**config.mk**
```make
export PLATFORM = sky130hd
export DESIGN_NAME = dram_port_arbiter
export DESIGN_NICKNAME = d
export VERILOG_FILES = /design/src/rtl/dram_arb_pkg.sv /design/src/rtl/dram_tag_fifo.sv /design/src/rtl/dram_port_arbiter.sv
export SDC_FILE = /design/constraint.sdc
export NUM_CORES = 1
export LEC_CHECK = 0
export ABC_AREA = 1
export BUFFER_PORTS_ARGS = -buffer_cell sky130_fd_sc_hd__buf_2
export CORE_AREA = 10 10 294 296
export DETAILED_ROUTE_END_ITERATION = 10
export DIE_AREA = 0 0 304 306
export PLACE_DENSITY = 0.49
export SLEW_MARGIN = 10
export SYNTH_ARGS = -nofsm -noshare
export SYNTH_HDL_FRONTEND = slang
export SYNTH_SLANG_ARGS = --single-unit
```
**constraint.sdc**
```tcl
create_clock -name clock -period 4.2 [get_ports clock]
set_input_delay 0.42 -clock clock [delete_from_list [all_inputs] [get_ports clock]]
set_output_delay 0.42 -clock clock [all_outputs]
set_load 0.05 [all_outputs]
```
**src/rtl/dram_arb_pkg.sv**
```systemverilog
// Shared constants and types for the DRAM port arbiter.
package dram_arb_pkg;

    // Arbitration modes selectable through ARB_MODE.
    localparam int unsigned ARB_RR    = 0;
    localparam int unsigned ARB_FIXED = 1;

    // Control half of the command slot; the payload fields are sized by the
    // instantiating module's parameters and live beside it.
    typedef struct packed {
        logic valid;
        logic is_read;
    } cmd_slot_ctrl_t;

endpackage

```
**src/rtl/dram_tag_fifo.sv**
```systemverilog
// In-order tag FIFO: remembers which port issued each outstanding read.
module dram_tag_fifo
    import dram_arb_pkg::*;
#(
    parameter int unsigned WIDTH = 1,
    parameter int unsigned DEPTH = 4
) (
    input  logic                   clock,
    input  logic                   resetn,
    input  logic                   push,
    input  logic [WIDTH-1:0]       push_data,
    input  logic                   pop,
    output logic [WIDTH-1:0]       pop_data,
    output logic                   full,
    output logic                   empty,
    output logic [$clog2(DEPTH):0] count
);

    localparam int unsigned PTR_W = $clog2(DEPTH);
    localparam logic [PTR_W:0] FULL_CNT = (PTR_W + 1)'(DEPTH);

    logic [WIDTH-1:0] mem [DEPTH];
    logic [PTR_W-1:0] wr_ptr;
    logic [PTR_W-1:0] rd_ptr;
    logic             do_push;
    logic             do_pop;

    assign full     = (count == FULL_CNT);
    assign empty    = (count == '0);
    assign pop_data = mem[rd_ptr];
    assign do_pop   = pop & ~empty;
    assign do_push  = push & (~full | do_pop);

    // Storage array; contents need no reset since count gates every read.
    always_ff @(posedge clock) begin
        if (do_push) begin
            mem[wr_ptr] <= push_data;
        end
    end

    // Pointers wrap naturally at the power-of-two depth; count tracks occupancy.
    always_ff @(posedge clock or negedge resetn) begin
        if (!resetn) begin
            wr_ptr <= '0;
            rd_ptr <= '0;
            count  <= '0;
        end else begin
            if (do_push) wr_ptr <= wr_ptr + 1'b1;
            if (do_pop)  rd_ptr <= rd_ptr + 1'b1;
            case ({do_push, do_pop})
                2'b10:   count <= count + 1'b1;
                2'b01:   count <= count - 1'b1;
                default: count <= count;
            endcase
        end
    end

endmodule

```
**src/rtl/dram_port_arbiter.sv**
```systemverilog
// N-port arbiter onto the single DRAM wrapper command channel with in-order
// read-data routing back to the issuing port.
module dram_port_arbiter
    import dram_arb_pkg::*;
#(
    parameter int unsigned NUM_PORTS       = 2,
    parameter int unsigned ADDR_WIDTH      = 27,
    parameter int unsigned DATA_WIDTH      = 128,
    parameter int unsigned MAX_OUTSTANDING = 4,
    parameter int unsigned ARB_MODE        = 0
) (
    input  logic                                clock,
    input  logic                                resetn,
    input  logic [NUM_PORTS-1:0]                req_ren,
    input  logic [NUM_PORTS-1:0]                req_wen,
    input  logic [NUM_PORTS*ADDR_WIDTH-1:0]     req_addr,
    input  logic [NUM_PORTS*DATA_WIDTH-1:0]     req_wdata,
    input  logic [NUM_PORTS*(DATA_WIDTH/8)-1:0] req_wmask,
    output logic [NUM_PORTS-1:0]                req_ready,
    output logic [DATA_WIDTH-1:0]               resp_rdata,
    output logic [NUM_PORTS-1:0]                resp_valid,
    output logic                                dram_ren,
    output logic                                dram_wen,
    output logic [ADDR_WIDTH-1:0]               dram_addr,
    output logic [DATA_WIDTH-1:0]               dram_wdata,
    output logic [(DATA_WIDTH/8)-1:0]           dram_wmask,
    input  logic                                dram_busy,
    input  logic                                dram_init_calib_complete,
    input  logic [DATA_WIDTH-1:0]               dram_rdata,
    input  logic                                dram_rdata_valid,
    output logic                                err_orphan
);

    localparam int unsigned MASK_WIDTH = DATA_WIDTH / 8;
    localparam int unsigned IDX_W      = $clog2(NUM_PORTS);
    localparam int unsigned CNT_W      = $clog2(MAX_OUTSTANDING) + 1;
    localparam logic [CNT_W-1:0]     MAX_CNT = CNT_W'(MAX_OUTSTANDING);
    localparam logic [NUM_PORTS-1:0] PORT0   = NUM_PORTS'(1);

    cmd_slot_ctrl_t          slot;
    logic [ADDR_WIDTH-1:0]   addr_arr  [NUM_PORTS];
    logic [DATA_WIDTH-1:0]   wdata_arr [NUM_PORTS];
    logic [MASK_WIDTH-1:0]   wmask_arr [NUM_PORTS];
    logic [NUM_PORTS-1:0]    eligible;
    logic [IDX_W-1:0]        rr_next;
    logic [IDX_W-1:0]        grant_idx;
    logic [IDX_W-1:0]        cand;
    logic [IDX_W-1:0]        tag_head;
    logic [CNT_W-1:0]        outstanding;
    int unsigned             rr_idx;
    logic                    grant_any;
    logic                    grant_read;
    logic                    can_load;
    logic                    slot_drain;
    logic                    tag_push;
    logic                    fifo_full;
    logic                    fifo_empty;
    logic                    ret_hit;

    assign slot_drain = slot.valid & ~dram_busy;
    assign can_load   = dram_init_calib_complete & (~slot.valid | ~dram_busy);
    assign dram_ren   = slot.valid & slot.is_read;
    assign dram_wen   = slot.valid & ~slot.is_read;
    assign grant_read = ~req_wen[grant_idx];
    assign tag_push   = grant_any & grant_read;
    assign ret_hit    = dram_rdata_valid & ~fifo_empty;
    assign req_ready  = grant_any ? (PORT0 << grant_idx) : '0;

    // Unpack per-port fields and decide which ports may be granted.
    always_comb begin
        for (int unsigned i = 0; i < NUM_PORTS; i++) begin
            addr_arr[i]  = req_addr[i*ADDR_WIDTH +: ADDR_WIDTH];
            wdata_arr[i] = req_wdata[i*DATA_WIDTH +: DATA_WIDTH];
            wmask_arr[i] = req_wmask[i*MASK_WIDTH +: MASK_WIDTH];
            eligible[i]  = req_wen[i] | (req_ren[i] & (outstanding < MAX_CNT));
        end
    end

    // Priority select; loops run from lowest to highest priority so the last
    // hit wins, which avoids an early exit.
    always_comb begin
        grant_any = 1'b0;
        grant_idx = '0;
        rr_idx    = 0;
        cand      = '0;
        if (ARB_MODE == ARB_FIXED) begin
            for (int unsigned i = NUM_PORTS; i > 0; i--) begin
                cand = IDX_W'(i - 1);
                if (eligible[cand]) begin
                    grant_any = 1'b1;
                    grant_idx = cand;
                end
            end
        end else begin
            for (int unsigned k = NUM_PORTS; k > 0; k--) begin
                rr_idx = 32'(rr_next) + k - 1;
                if (rr_idx >= NUM_PORTS) rr_idx = rr_idx - NUM_PORTS;
                cand = IDX_W'(rr_idx);
                if (eligible[cand]) begin
                    grant_any = 1'b1;
                    grant_idx = cand;
                end
            end
        end
        grant_any = grant_any & can_load;
    end

    // Round-robin pointer: next search starts just after the granted port.
    always_ff @(posedge clock or negedge resetn) begin
        if (!resetn) begin
            rr_next <= '0;
        end else if (grant_any) begin
            rr_next <= (32'(grant_idx) == NUM_PORTS - 1) ? '0 : grant_idx + 1'b1;
        end
    end

    // Command slot: loads on grant (possibly while draining), holds while busy.
    always_ff @(posedge clock or negedge resetn) begin
        if (!resetn) begin
            slot       <= '0;
            dram_addr  <= '0;
            dram_wdata <= '0;
            dram_wmask <= '0;
        end else if (grant_any) begin
            slot.valid   <= 1'b1;
            slot.is_read <= grant_read;
            dram_addr    <= addr_arr[grant_idx];
            dram_wdata   <= wdata_arr[grant_idx];
            dram_wmask   <= wmask_arr[grant_idx];
        end else if (slot_drain) begin
            slot.valid <= 1'b0;
        end
    end

    dram_tag_fifo #(
        .WIDTH (IDX_W),
        .DEPTH (MAX_OUTSTANDING)
    ) u_tag_fifo (
        .clock     (clock),
        .resetn    (resetn),
        .push      (tag_push),
        .push_data (grant_idx),
        .pop       (dram_rdata_valid),
        .pop_data  (tag_head),
        .full      (fifo_full),
        .empty     (fifo_empty),
        .count     (outstanding)
    );

    // Read eligibility is limited by the count, so a full FIFO never sees a push.
    a_no_overflow: assert property (@(posedge clock) disable iff (!resetn)
        !(tag_push & fifo_full & ~dram_rdata_valid));

    // Return path: route data to the head tag; flag data with no owner.
    always_ff @(posedge clock or negedge resetn) begin
        if (!resetn) begin
            resp_valid <= '0;
            resp_rdata <= '0;
            err_orphan <= 1'b0;
        end else begin
            resp_valid <= ret_hit ? (PORT0 << tag_head) : '0;
            if (ret_hit) resp_rdata <= dram_rdata;
            if (dram_rdata_valid & fifo_empty) err_orphan <= 1'b1;
        end
    end

endmodule

```
==> impl_metrics.tcl <==
set metrics [dict create \
    rsz0062_at_grt "no" \
    fin_cells 3412 \
    ys_ff_latch 316 \
    max-slew-margin-rel 0.270 \
    power_density_nw_per_um2 818 \
    crit_path_start_kind "flop" \
    cts_tree "built" \
    slew_viol_final 0 \
    die_w_um 304 \
    yosys_warnings 0 \
    r2r_slack_ns 1.68 \
    firstDrtPassIters 5 \
    cp-end-kind "output pin" \
    p_leak_nw 10.7 \
    seqPwrFrac 0.302 \
    core_area_um2 80300 \
    drc 0 \
    num_vias 13032 \
    critical_path_arrival_ns 2.61 \
    fin_skew_ns 0.0146 \
    syn_area_um2 13100 \
    ys_seq_area_frac 0.604 \
    reg2reg_depth 7 \
    crit_path_top_delay_cell "inv_4" \
    fin_util 0.243 \
    status "complete, no violations" \
    cts_htree_levels 2 \
    path_class "reg -> out" \
    hold_viol_final 0 \
    syn_nets 2037 \
    hold_depth 3 \
    path_cells "inv_1 -> o21ai_1 -> nor2_8 -> nand2_4 -> inv_4 -> buf_2" \
    fin_crit_sh 0.721 \
    wl_um 58000 \
    fin_tns_setup_ns 0 \
    final_nets 2799 \
    whs_ns 0.0623 \
    vdd_drop_max_mv 0.409 \
    placed_cells 3334 \
    portBuffers 784 \
    grt_max_degree 86 \
    hp-class "in -> reg" \
    rows 104 \
    min_to "resp_rdata[86]$_DFFE_PN0P_" \
    stdcell_area_um2 19500 \
    clockPowerShare 0.218 \
    synthFlopType "dfrtp_1" \
    timing.rr.start "u_tag_fifo.count[0]$_DFFE_PN0P_" \
    register_area_um2 7930 \
    globalRouteOverflowTotal 0 \
    via_per_inst 3.82 \
    ios 785 \
    clockRootBuffer "clkbuf_16" \
    ant_nets 0 \
    die_h_um 306 \
    max_freq_ghz 0.330 \
    setup_violations 0 \
    synthArstFlopShare 0.987 \
    grt_pass1_vias 13675 \
    wl_per_cell_um 17.0 \
    multi_input_area_um2 4600 \
    drive_above_1_share 0.376 \
    p_comb_frac 0.480 \
    cpPeakStageDelay_ns 0.44 \
    antenna_found_initial 14 \
    gp_congestion 0.820 \
    initial_core_util 0.164 \
    drtIter0Drc 951 \
    p_int_mw 7.91 \
    synth_cells 1553 \
    hp-start "dram_rdata[86]" \
    grtUsageTotal 0.118 \
    areaGrowthSynthToFinish_pct 48.4 \
    ys_types 27 \
    placed_area_um2 18100 \
    worstReg2RegEnd "resp_rdata[37]$_DFFE_PN0P_" \
    finalCriticalPeriod_ns 3.03 \
    avgSynthCellArea_um2 8.45 \
    fillers 8966 \
    synth_edf_count 4 \
    p_sw_frac 0.504 \
    worst_pin_slew_ns 1.09 \
    grt_pass1_wl_um 86700 \
    insertion_delay_ns 0.54 \
    p_switching_mw 8.03 \
    cts_max_path_buffers 3 \
    cp_data_required_time_ns 3.78 \
    die_area_um2 93000 \
    cp_max_fo 52 \
    timing.max_cap.violations 0 \
    cts_buffers 38 \
    path_clk_slew_ns 0.06 \
    cts_sinks 316 \
    dp_hpwl_um 44700 \
    ctsResizeCount 0 \
]
[worst max-delay path by stage]
stage,startpoint,endpoint,slack (ns)
after floorplan,dram_busy,u_tag_fifo.count[2]$_DFFE_PN0P_,2.32
after global placement,dram_busy,req_ready[0],1.54
after detailed placement,dram_busy,req_ready[0],1.55
after CTS,slot[1]$_DFFE_PN0P_,req_ready[0],1.08
after global routing,slot[1]$_DFFE_PN0P_,req_ready[0],0.99
final,slot[1]$_DFFE_PN0P_,req_ready[0],1.17
[power groups by stage]
stage | clock [mW] | combinational (mW) | sequential [mW]
after global routing | 3.70 | 8.16 | 4.97
after CTS | 3.60 | 7.78 | 4.82
after global placement | 0 | 7.76 | 4.85
after detailed placement | 0 | 7.78 | 4.83
final | 3.47 | 7.65 | 4.82
after floorplan | 0 | 1.63 | 8.69
[cell type report]
cell class | instances | area share
Clock buffer | 57 | 0.0577
Sequential cell | 316 | 0.407
Clock inverter | 13 | 0.0101
Tap cell | 1060 | 0.0681
Antenna cell | 7 | 0.000899
Inverter | 25 | 0.00546
Timing Repair Buffer | 805 | 0.215
Multi-Input combinational cell | 1129 | 0.236
[metal layers]
layer,part of all wire,wire (µm),vias up,global-route usage
li1,-,-,6347,-
met1,0.39,22600,6063,0.135
met2,0.50,29100,536,0.203
met3,0.085,4910,78,0.0414
met4,0.023,1320,8,0.0374
met5,0.00093,54,-,0
[critical path: cells and delay by family, from the launching register on]
kind / cells / cell delay, ns
AO/OA/AOI/OAI: 1 / 0.33
buffers and inverters: 3 / 0.92
flip-flops: 1 / 0.38
AND/OR/NAND/NOR: 2 / 0.40
[registers in the layout, indices dropped and copies added (netlist names)]
name and flops:
u_tag_fifo.wr_ptr 2, rr_next 1, err_orphan 1, dram_wmask 16
slot 2, resp_rdata 128, u_tag_fifo.mem 4, u_tag_fifo.count 3
dram_addr 27, resp_valid 2, dram_wdata 128, u_tag_fifo.rd_ptr 2
[timing repair]
item | 4_1_cts | 5_1_grt
hold buffers | 1 | 0
hold endpoints to repair | 80 | 0
setup buffers | 0 | 0
[metrics by stage]
step	total power, mW	setup slack, ns
after floorplan	10.3	2.32
after global placement	12.6	1.54
after detailed placement	12.6	1.55
after CTS	16.2	1.08
after global routing	16.8	0.994
final	15.9	1.17
[placed cells by master, fill, tap and decap left out, drive strengths merged, types with 2 or more instances in the layout]
cell type  synthesis  final
nand2            923    923
clkinvlp           0      2
xor2               3      3
clkinv             0      7
nor2              13     13
dfrtp            312    312
edfxtp             4      4
diode              0      7
nand3            177    177
bufinv             0      4
clkbuf            15     57
o21ai              4      4
ha                 4      4
inv               25     25
buf               68    804
[cell families after synthesis]
kind of cell,after synthesis,synth area share
flops,316,0.604
buf+inv,108,0.0462
compound gates,7,0.00324
xor+xnor,3,0.00200
simple gates,1114,0.339
fa+ha+maj,5,0.00534
[Yosys cell counts, types with 2 or more instances]
cell type	instances	area, µm²
nand2_1	917	3440
dfrtp_1	312	7810
nand3_1	176	881
buf_2	40	200
inv_1	21	78.8
buf_4	18	135
clkbuf_1	15	56.3
nor2_1	11	41.3
buf_6	9	101
nand2_2	5	31.3
edfxtp_1	4	120
ha_1	4	50.1
o21ai_0	3	15.0
xor2_1	3	26.3
inv_2	2	7.51
inv_4	2	12.5
(Power assumes the default switching activity.)
